File: config.mk
export PLATFORM = sky130hd
export DESIGN_NAME = shift_tx
export DESIGN_NICKNAME = d
export VERILOG_FILES = /design/src/rtl/shift_tx_pkg.sv /design/src/rtl/shift_tick_gen.sv /design/src/rtl/shift_tx.sv
export SDC_FILE = /design/constraint.sdc
export NUM_CORES = 1
export LEC_CHECK = 0
export BUFFER_PORTS_ARGS = -buffer_cell sky130_fd_sc_hd__buf_4
export CAP_MARGIN = 20
export CORE_MARGIN = 4
export CORE_UTILIZATION = 41
export DETAILED_ROUTE_END_ITERATION = 10
export PLACE_DENSITY = 0.62
export SKIP_LAST_GASP = 1
export SYNTH_ARGS = -nofsm -noshare
export SYNTH_HDL_FRONTEND = slang
export SYNTH_SLANG_ARGS = --single-unit
File: constraint.sdc
create_clock -name clk -period 4.4 [get_ports clk]
set_input_delay 0 -clock clk [delete_from_list [all_inputs] [get_ports clk]]
set_output_delay 0 -clock clk [all_outputs]
set_load 0.01 [all_outputs]
File: src/rtl/shift_tx_pkg.sv
`default_nettype none
// ============================================================================
// shift_tx_pkg : shared state encoding and sizing helpers for shift_tx
// Rev 1.0
// ============================================================================
package shift_tx_pkg;

    typedef enum logic [1:0] {
        IDLE     = 2'd0,
        SHIFT_LO = 2'd1,
        SHIFT_HI = 2'd2,
        LATCH    = 2'd3
    } state_t;

    // Width of a counter that must hold 0..n-1
    function automatic int cnt_width(input int n);
        return (n <= 1) ? 1 : $clog2(n);
    endfunction

    function automatic int div_width(input int clk_div);
        return $clog2(clk_div + 1);
    endfunction

    // Clock edges from accept to the done pulse
    function automatic int xfer_cycles(input int width, input int clk_div);
        return (2 * width + 1) * clk_div;
    endfunction

endpackage
`default_nettype wire

File: src/rtl/shift_tick_gen.sv
`default_nettype none
// ============================================================================
// shift_tick_gen : CLK_DIV divider, tick on the terminal count, held in clear
// Rev 1.0
// ============================================================================
module shift_tick_gen
    import shift_tx_pkg::*;
#(
    parameter int CLK_DIV = 4
) (
    input  logic clk,
    input  logic reset,
    input  logic clear,
    output logic tick
);

    localparam int            CW   = div_width(CLK_DIV);
    localparam logic [CW-1:0] TERM = CW'(CLK_DIV - 1);

    logic [CW-1:0] cnt;

    always_ff @(posedge clk or posedge reset) begin
        if (reset) begin
            cnt <= '0;
        end else if (clear || tick) begin
            cnt <= '0;
        end else begin
            cnt <= cnt + 1'b1;
        end
    end

    assign tick = !clear && (cnt == TERM);

endmodule
`default_nettype wire

File: src/rtl/shift_tx.sv
`default_nettype none
// ============================================================================
// shift_tx : MSB-first serializer driving a serial-in/parallel-out register
// Rev 1.0
// ============================================================================
module shift_tx
    import shift_tx_pkg::*;
#(
    parameter int WIDTH   = 8,
    parameter int CLK_DIV = 4
) (
    input  logic             clk,
    input  logic             reset,
    input  logic [WIDTH-1:0] in_data,
    input  logic             in_valid,
    output logic             in_ready,
    output logic             sclk,
    output logic             sdata,
    output logic             latch,
    output logic             sr_reset,
    output logic             done
);

    localparam int            BW       = cnt_width(WIDTH);
    localparam logic [BW-1:0] LAST_BIT = BW'(WIDTH - 1);

    state_t           state;
    state_t           next_state;
    logic [WIDTH-1:0] shreg;
    logic [BW-1:0]    bit_cnt;
    logic             tick;
    logic             accept;
    logic             last_bit;

    assign in_ready = (state == IDLE);
    assign accept   = in_valid && in_ready;
    assign last_bit = (bit_cnt == LAST_BIT);
    // The MSB of the shift register is the line itself, so sdata moves only
    // at load and at the shift that accompanies each sclk fall.
    assign sdata    = shreg[WIDTH-1];

    shift_tick_gen #(
        .CLK_DIV(CLK_DIV)
    ) u_tick (
        .clk  (clk),
        .reset(reset),
        .clear(in_ready),
        .tick (tick)
    );

    always_ff @(posedge clk or posedge reset) begin
        if (reset) begin
            state <= IDLE;
        end else begin
            state <= next_state;
        end
    end

    always_comb begin
        next_state = state;
        case (state)
            IDLE:     if (accept) next_state = SHIFT_LO;
            SHIFT_LO: if (tick)   next_state = SHIFT_HI;
            SHIFT_HI: if (tick)   next_state = last_bit ? LATCH : SHIFT_LO;
            LATCH:    if (tick)   next_state = IDLE;
            default:              next_state = IDLE;
        endcase
    end

    always_ff @(posedge clk or posedge reset) begin
        if (reset) begin
            shreg   <= '0;
            bit_cnt <= '0;
            sclk    <= 1'b0;
            latch   <= 1'b0;
            done    <= 1'b0;
        end else begin
            done <= 1'b0;
            case (state)
                IDLE: begin
                    if (accept) begin
                        shreg   <= in_data;
                        bit_cnt <= '0;
                    end
                end
                SHIFT_LO: begin
                    if (tick) sclk <= 1'b1;
                end
                SHIFT_HI: begin
                    if (tick) begin
                        sclk <= 1'b0;
                        if (last_bit) begin
                            latch <= 1'b1;
                        end else begin
                            shreg   <= shreg << 1;
                            bit_cnt <= bit_cnt + 1'b1;
                        end
                    end
                end
                LATCH: begin
                    if (tick) begin
                        latch <= 1'b0;
                        done  <= 1'b1;
                    end
                end
                default: ;
            endcase
        end
    end

    // Downstream reset follows reset asynchronously, releases on the next edge
    always_ff @(posedge clk or posedge reset) begin
        if (reset) begin
            sr_reset <= 1'b1;
        end else begin
            sr_reset <= 1'b0;
        end
    end

endmodule
`default_nettype wire

==> summary.md, run 1 <==
| Metric | Value |
|---|---|
| Synthesized Nets | `95` |
| DRC viols | `0` |
| I/O Buffers | `16` |
| CP bufs+invs | `0` |
| Nets | `between 100 and 150` |
| Layout cell share with drive strength beyond 1 | `0.394` |
| Number of vias per cell | `between 5 and 6` |
| Crit path cell chain | `ha_1, ha_1, nand2_1, o31ai_4, mux2_2` |
| CTS tree | `done` |
| Post-route cell area | `1170 sq um` |
| Routed Antenna Nets | `0` |
| CP Data Arrival Time | `roughly 2.3 ns` |
| Post-DP HPWL | `between 1 and 1.5 mm` |
| Final hold violations | `0` |
| Most frequent CP cell | `ha_1` |
| Initial antenna violation count | `0` |
| Grt ovf | `0` |
| Register area | `around 500 sq um` |
| Violation count after the first detailed-routing iteration | `3` |
| Largest net degree at the start of global routing | `21` |
| Fmax | `roughly 480 MHz` |
| Commonest cells after routing, fill and taps aside | `dfrtp_1, buf_4, mux2_2, inv_1, ha_1` |
| P&R area growth vs syn | `20.0%` |
| H-tree levels | `1` |
| Total of max-cap violations | `0` |
| Die Ht | `~57 um` |
| #FFs+latches synth | `20` |
| Area of the core | `between 2000 and 2500 sq um` |
| Leakage | `between 0.5 and 0.6 nW` |
| # fillers | `221` |
| Routability cong. | `about 0.70` |
| Clk buf depth | `2` |
| Worst-path clk slew | `between 0.1 and 0.15 ns` |
| Synth unique cells | `28` |
| Post-Route WL | `~1.6 mm` |
| Startpoint Class | `register` |
| Initial Util | `0.436` |
| CP endpoint kind | `register` |
| Pins Over Slew Limit | `0` |
| Rel. slew slack | `0.516` |
| Die area | `approximately 3200 sq um` |
| Area occupied by multi-input gates | `between 400 and 500 sq um` |
| Vias in the first global route | `about 680` |
| Peak VDD IR | `between 0.2 and 0.3 mV` |
| Clock Sinks | `20` |
| I/O pin count | `17` |
| Global-route wire length before repair | `between 2 and 3 mm` |
| Register area share after synthesis | `0.515` |
| RSZ-0062 raised after global routing | `no` |
| Most common cell after layout, fill and taps aside | `dfrtp_1` |
| Final Setup Violations | `0` |
| Syn Inst Count | `80` |
| Placed cell areas | `between 1000 and 1500 sq um` |
| Slowest stage delay, CP | `0.50 ns` |
| Gr usage total | `0.118` |
| Antenna diodes | `0` |
| Post-synth design cell area | `roughly 970 sq um` |
| Worst-margin pin slew | `between 0.7 and 0.8 ns` |
| Total CTS buffers | `3` |
| WS Path Type | `reg2reg` |
| Clk_skew | `~0.0051 ns` |
| Clk Latency, worst-skew pair | `a little under 0.3 ns` |
| Post-CTS resize count | `0` |
| Row cnt | `17` |
| Clock Root Buffer | `clkbuf_4` |
| Crit Path Max Fanout | `12` |
| Worst Path Required | `about 4.6 ns` |
| Synthesized area per cell | `between 10 and 15 sq um` |
| Post-CTS setup buffers | `0` |
| Avg WL per Cell | `approximately 12 um` |
| Critical Path Slowest Stage Cell | `o31ai_4` |
| Power density cells | `about 560 nW/um^2` |
| Die X | `between 50 and 60 um` |
| Crit share post-route | `0.472` |
| Status | `complete, no violations` |
| Final setup TNS | `0 ns` |
| Hold WC Path Type | `in2reg` |
| Post-layout min period | `roughly 2.1 ns` |
| Via Count | `653` |
| Crit path max-delay family | `adder cells` |
| TritonRoute pass-1 iters | `4` |
| Yosys warns | `0` |
worst paths after layout:
path,start,to,slack [ns],cells after the start
worst max-delay path,u_tick.cnt[0],shreg[1],2.32,5
worst min-delay path,in_data[7],shreg[7],0.06,3
worst max register to register,u_tick.cnt[0],shreg[1],2.32,5
worst min register to register,u_tick.cnt[0],u_tick.cnt[0],0.45,1
max in group asynchronous,reset,shreg[4],3.57,3
min in group asynchronous,reset,u_tick.cnt[1],0.37,3
metal layers:
layer	global-route usage	vias up	wire length, um
li1	-	315	-
met1	0.149	321	686
met2	0.186	13	803
met3	0.0276	4	69
met4	0.0596	0	27
met5	0	-	0
cells in the mapped netlist (all sizes together):
library cell,count,area share
nor2,3,0.012
mux2i,1,0.010
mux2,15,0.18
or3b,1,0.012
nand2b,1,0.0064
clkbuf,2,0.0077
buf,2,0.019
nor3,2,0.010
conb,1,0.0038
nand3,3,0.015
inv,5,0.019
ha,4,0.051
o211ai,1,0.0077
o31ai,1,0.022
dfrtp,19,0.49
or2b,1,0.012
nand2,3,0.012
a21oi,3,0.015
o21ai,3,0.015
and2b,1,0.0077
dfstp,1,0.027
nor3b,2,0.015
a31oi,2,0.013
a211o,1,0.0090
nor2b,1,0.0064
and3,1,0.0064
worst register-to-register path: cells and delay by family, from the launching register on:
family / cells / cell delay [ns]
mux: 1 / 0.40
compound gates: 1 / 0.50
fa+ha+maj: 2 / 0.53
simple gates: 1 / 0.16
flops: 1 / 0.37
what timing repair did:
item	CTS	global route
hold buffers	3	0
hold endpoints to repair	20	0
endpoints found under the setup margin	0	0
report_power, final:
part	internal [W]	switching, W
sequential	0.000258	0.0000552
clock	0.0000504	0.0000533
combinational	0.000135	0.000100
total	0.000444	0.000209
per-stage QoR:
step                hold WS (ns)  setup slack [ns]  cells  power (W)   util
floorplan                -0.0369              2.62     80   0.000501      -
global placement           0.183              2.40    120   0.000545  0.494
detailed placement         0.195              2.30    120   0.000556  0.494
CTS                       0.0488              2.30    127   0.000664  0.524
global route              0.0543              2.15    127   0.000708  0.524
finish                    0.0579              2.32    127   0.000652  0.524
state kept, by name, summed over array words and instances (netlist names):
register    flops
shreg           8
bit_cnt         3
u_tick.cnt      3
state           2
done            1
latch           1
sclk            1
sr_reset        1
kinds of logic after synthesis:
group	synth area share
buffers and inverters	0.0462
other	0.00385
flip-flops	0.515
AND/OR/NAND/NOR	0.114
multiplexers	0.187
adder cells (fa/ha/maj)	0.0513
AO/OA/AOI/OAI	0.0821
layout make-up:
type,instances,share of cell area
clock buffer,4,0.0310
sequential,20,0.429
inverter,5,0.0160
timing repair buffer,19,0.128
tap,28,0.0299
multi-input combinational,51,0.366
Note: power is estimated with default switching activity, not from simulation.
==> run 2, diff against run 1 <==
PLACE_DENSITY = 0.65   (was 0.62)
clock period = 1.9 ns   (was 4.4 ns; I/O delays follow)
==> run 2 against run 1 <==
Compared with the run above:
- register-to-register slack worse by 2.2 ns
- sequential power rose by 120%
- clock power is 93% higher
- via count unchanged
- non-clock buffer count increased by 5
- critical path depth did not move
- cell area rose by 2.4%
- largest power group unchanged
==> summary.md, run 2 (synthesized netlist as in run 1, its figures left out) <==
| Metric | Value |
|---|---|
| # fillers | `roughly 220` |
| Critical Path Slowest Stage Cell | `dfrtp_1` |
| P&R area growth vs syn | `22.8%` |
| Worst-margin pin slew | `0.728 ns` |
| Area of the core | `2230 sq um` |
| Post-CTS resize count | `0` |
| Worst hold start | `in_data[1]` |
| Initial antenna violation count | `0` |
| Post-CTS setup buffers | `0` |
| DRC viols | `0` |
| Stages on worst setup path | `5` |
| Die X | `about 57 um` |
| Final hold violations | `0` |
| Most frequent CP cell | `ha_1` |
| Grt ovf | `0` |
| Most flops, register | `shreg` |
| Startpoint Class | `register` |
| Routability cong. | `about 0.77` |
| Clk Latency, worst-skew pair | `0.29 ns` |
| Routed Antenna Nets | `0` |
| Crit Path Max Fanout | `10` |
| I/O Buffers | `16` |
| DP Cell Count | `approximately 130` |
| WS Path Type | `reg2reg` |
| Clk_skew | `between 0.005 and 0.006 ns` |
| Gr usage total | `0.117` |
| CP Data Arrival Time | `2.00 ns` |
| Most common cell after layout, fill and taps aside | `buf_4` |
| Vias in the first global route | `between 700 and 800` |
| Via Count | `about 650` |
| CP endpoint kind | `register` |
| Status | `complete, no violations` |
| Clock Root Buffer | `clkbuf_4` |
| Placed cell areas | `approximately 1100 sq um` |
| Commonest cells after routing, fill and taps aside | `buf_4, dfrtp_1, mux2_2, inv_1, ha_1` |
| Final setup TNS | `0 ns` |
| Clk buf depth | `2` |
| Crit path launch | `bit_cnt[0]` |
| Largest net degree at the start of global routing | `21` |
| Worst-path clk slew | `~0.11 ns` |
| Die Ht | `approximately 57 um` |
| Avg WL per Cell | `12.2 um` |
| Fmax | `between 500 and 600 MHz` |
| TritonRoute pass-1 iters | `3` |
| Antenna diodes | `0` |
| Total CTS buffers | `3` |
| Final Setup Violations | `0` |
| Hold WC Path Type | `in2reg` |
| Violation count after the first detailed-routing iteration | `2` |
| CP bufs+invs | `1` |
| Post-Route WL | `between 1.5 and 2 mm` |
| CTS tree | `done` |
| H-tree levels | `1` |
| Power density cells | `between 1000 and 1500 nW/um^2` |
| Crit path max-delay family | `adder cells` |
| Clock Sinks | `20` |
| Worst Reg-to-Reg Cells | `5` |
| Die area | `roughly 3200 sq um` |
| Global-route wire length before repair | `between 2 and 3 mm` |
| Total of max-cap violations | `0` |
| Number of vias per cell | `4.95` |
| Min-Delay Path Depth | `3` |
| Post-route cell area | `~1200 sq um` |
| RSZ-0062 raised after global routing | `no` |
| Rel. slew slack | `0.514` |
| Post-DP HPWL | `roughly 1.2 mm` |
| Pins Over Slew Limit | `0` |
| Peak VDD IR | `0.811 mV` |
| Leakage | `between 0.5 and 0.6 nW` |
| Row cnt | `17` |
| Crit share post-route | `0.954` |
| Layout cell share with drive strength beyond 1 | `0.413` |
| Nets | `120` |
| I/O pin count | `17` |
| Post-layout min period | `between 1.5 and 2 ns` |
| Worst Path Required | `between 2 and 2.5 ns` |
| RR Startpoint | `bit_cnt[0]` |
| Crit path cell chain | `ha_1, ha_1, o31ai_4, buf_4, mux2_2` |
| Initial Util | `0.436` |
| Flip-flop count of the largest register after layout | `8` |
| Slowest stage delay, CP | `~0.42 ns` |
| Largest registers | `shreg: 8 flops, bit_cnt: 3 flops, u_tick.cnt: 3 flops` |
| Cell Count, Final, Fillers Out | `~130` |
-- run 2: cell count changes in the layout (fill, tap and decap cells not counted), sizes merged --
cell  previous run  this run
buf             16        21
-- run 2: where the power goes --
part	leakage (nW)	switching, W	total (W)	internal (W)
combinational	0.294	0.000268	0.000625	0.000357
sequential	0.242	0.000103	0.000700	0.000597
clock	0.0150	0.000119	0.000201	0.0000814
total	0.551	0.000490	0.00153	0.00104
-- run 2: cell type report --
| class | count | area, sq um | area share |
|---|---|---|---|
| multi-input combinational | 51 | 428 | 0.357 |
| inverter | 5 | 18.8 | 0.0157 |
| sequential | 20 | 502 | 0.419 |
| tap | 28 | 35.0 | 0.0293 |
| timing repair buffer | 24 | 188 | 0.157 |
| clock buffer | 4 | 26.3 | 0.0219 |
-- run 2: worst register-to-register path, cell delays in order, from the launching register on --
cell and delay [ns]:
dfrtp_1 0.42, ha_1 0.21, ha_1 0.26, o31ai_4 0.25, buf_4 0.22, mux2_2 0.35
-- run 2: final timing paths --
| path | endpoint | slack [ns] |
|---|---|---|
| max reg2reg | shreg[3] | 0.09 |
| min in group asynchronous | shreg[1] | 0.38 |
| max in group asynchronous | shreg[0] | 1.06 |
| min reg2reg | u_tick.cnt[0] | 0.45 |
| min | shreg[1] | 0.06 |
| max | shreg[3] | 0.09 |
-- run 2: what timing repair did --
action,CTS,global route
hold buffers,3,0
endpoints found under the hold margin,20,0
setup endpoints to repair,0,0
-- run 2: metrics by stage --
step	utilization	hold slack (ns)	worst slack [ns]	power [W]
6_report	0.536	0.0600	0.0868	0.00153
5_1_grt	0.536	0.0477	0.0326	0.00166
3_3_place_gp	0.511	0.181	0.122	0.00132
2_1_floorplan	-	-0.0369	0.124	0.00116
3_5_place_dp	0.511	0.174	0.0958	0.00134
4_1_cts	0.536	0.0554	0.0811	0.00155
-- run 2: per-layer routing --
layer / global-route usage / part of all wire / routed length, um / up-vias
met5: 0 / 0 / 0 / -
met4: 0.0497 / 0.011 / 18 / 0
met3: 0.0299 / 0.042 / 68 / 2
met2: 0.198 / 0.50 / 811 / 11
met1: 0.138 / 0.44 / 710 / 316
li1: - / - / - / 324
==> run 3, diff against run 2 <==
BUFFER_PORTS_ARGS = default   (was -buffer_cell sky130_fd_sc_hd__buf_4)
DONT_BUFFER_PORTS = 1   (was default)
GPL_ROUTABILITY_DRIVEN = 0   (was default)
PLACE_DENSITY = 0.58   (was 0.65)
==> run 3 against run 2 <==
Compared with the run above:
- hold slack gained 0.084 ns
- critical path depth is the same
- non-clock buffer count shrank 9
- die area is the same
- combinational power shrank 10%
- first-iteration DRC count grew to 3.5 times the previous value
- highest routed layer unchanged
==> summary.md, run 3 (synthesized netlist as in run 1, its figures left out) <==
| Metric | Value |
|---|---|
| Status | `complete, no violations` |
| Clk Latency, worst-skew pair | `approximately 0.30 ns` |
| Area occupied by multi-input gates | `430 sq um` |
| Core Util, Final | `0.526` |
| Cell Count, Final, Fillers Out | `123` |
| Crit share post-route | `0.950` |
| Clock Root Buffer | `clkbuf_4` |
| Hold WC Path Type | `in2reg` |
| H-tree levels | `1` |
| Power density cells | `about 1300 nW/um^2` |
| Gr usage total | `0.115` |
| DP Cell Count | `approximately 110` |
| Worst-path clk slew | `between 0.1 and 0.15 ns` |
| RSZ-0062 raised after global routing | `no` |
| I/O Buffers | `0` |
| Clk_skew | `slightly above 0.002 ns` |
| Grt ovf | `0` |
| Worst-margin pin slew | `~0.73 ns` |
| I/O pin count | `17` |
| Area of the core | `2230 sq um` |
| Total CTS buffers | `3` |
| Place WS | `around 0.093 ns` |
| Pins Over Slew Limit | `0` |
| Nets | `111` |
| Most common cell after layout, fill and taps aside | `dfrtp_1` |
| Peak VDD IR | `about 0.74 mV` |
| Fmax | `about 550 MHz` |
| Total Power | `around 0.0015 W` |
| Initial Util | `0.436` |
| Antenna diodes | `0` |
| DRC viols | `0` |
| Final hold violations | `0` |
| Final setup TNS | `0 ns` |
| Violation count after the first detailed-routing iteration | `7` |
| Post-Route WL | `approximately 1.6 mm` |
| Vias in the first global route | `650` |
| Number of vias per cell | `approximately 5.1` |
| Largest registers | `shreg: 8 flops, bit_cnt: 3 flops, u_tick.cnt: 3 flops` |
| CP Data Arrival Time | `2.00 ns` |
| P&R area growth vs syn | `20.5%` |
| Layout cell share with drive strength beyond 1 | `0.295` |
| Post-CTS setup buffers | `0` |
| Worst hold start | `in_valid` |
| Global-route wire length before repair | `between 2 and 3 mm` |
| CP endpoint kind | `register` |
| Die area | `3220 sq um` |
| # fillers | `approximately 190` |
| Row cnt | `17` |
| Final Setup Violations | `0` |
| Die X | `56.8 um` |
| Rel. slew slack | `0.510` |
| Flip-flop count of the largest register after layout | `8` |
| Avg WL per Cell | `13.0 um` |
| Initial antenna violation count | `0` |
| Crit path launch | `bit_cnt[0]` |
| Clock Sinks | `20` |
| Worst setup margin | `around 0.094 ns` |
| Post-DP HPWL | `between 1 and 1.5 mm` |
| Most flops, register | `shreg` |
| Register area | `502 sq um` |
| Largest net degree at the start of global routing | `21` |
| Via Count | `around 630` |
| TritonRoute pass-1 iters | `3` |
| Commonest cells after routing, fill and taps aside | `dfrtp_1, mux2_2, dlygate4sd3_1, inv_1, ha_1` |
| Worst Path Required | `around 2.1 ns` |
| Post-layout min period | `1.81 ns` |
| WS Path Type | `reg2reg` |
| Die Ht | `~57 um` |
| CTS tree | `done` |
| Startpoint Class | `register` |
| Crit Path Max Fanout | `10` |
| Routed Antenna Nets | `0` |
| Total of max-cap violations | `0` |
| Leakage | `around 0.51 nW` |
| Clk buf depth | `2` |
| RR Startpoint | `bit_cnt[0]` |
==> run 3: final timing paths <==
kind | cells after the start | slack, ns | to
hold reg to reg | 1 | 0.44 | u_tick.cnt[0]
max in group asynchronous | 2 | 1.19 | shreg[5]
setup / recovery | 5 | 0.09 | shreg[4]
min in group asynchronous | 2 | 0.25 | u_tick.cnt[0]
hold / removal | 3 | 0.14 | bit_cnt[1]
setup reg to reg | 5 | 0.09 | shreg[4]
==> run 3: worst max-delay path, stage by stage, from the launching register on <==
cell,delay (ns)
dfrtp_1,0.42
ha_1,0.21
ha_1,0.26
o31ai_4,0.31
buf_12,0.17
mux2_2,0.33
==> run 3: power breakdown <==
part | total [W] | internal [W] | switching (W)
sequential | 0.000723 | 0.000597 | 0.000126
combinational | 0.000560 | 0.000322 | 0.000238
clock | 0.000245 | 0.000117 | 0.000128
==> run 3: layout make-up <==
cell class                      instances  area share
Multi-Input combinational cell         51       0.366
Inverter                                5      0.0160
Tap cell                               28      0.0298
Sequential cell                        20       0.427
Timing Repair Buffer                   15       0.130
Clock buffer                            4      0.0309
==> run 3: per-layer routing <==
| metal | routed length [um] | vias up | share of wire | GRT usage |
|---|---|---|---|---|
| met3 | 60 | 4 | 0.038 | 0.0322 |
| met2 | 783 | 11 | 0.49 | 0.195 |
| li1 | - | 309 | - | - |
| met1 | 727 | 303 | 0.46 | 0.136 |
| met5 | 0 | - | 0 | 0 |
| met4 | 25 | 0 | 0.016 | 0.0497 |
==> run 3: through the flow <==
step	hold slack (ns)	area (sq um)
3_3_place_gp	0.0580	1030
3_5_place_dp	0.0599	1030
4_1_cts	0.132	1170
2_1_floorplan	-0.0369	975
6_report	0.144	1170
5_1_grt	0.157	1170
==> run 3: timing repair <==
action | CTS | global route
setup endpoints to repair | 0 | 1
endpoints found under the hold margin | 28 | 0
gates resized for setup | 0 | 1
hold buffers | 11 | 0
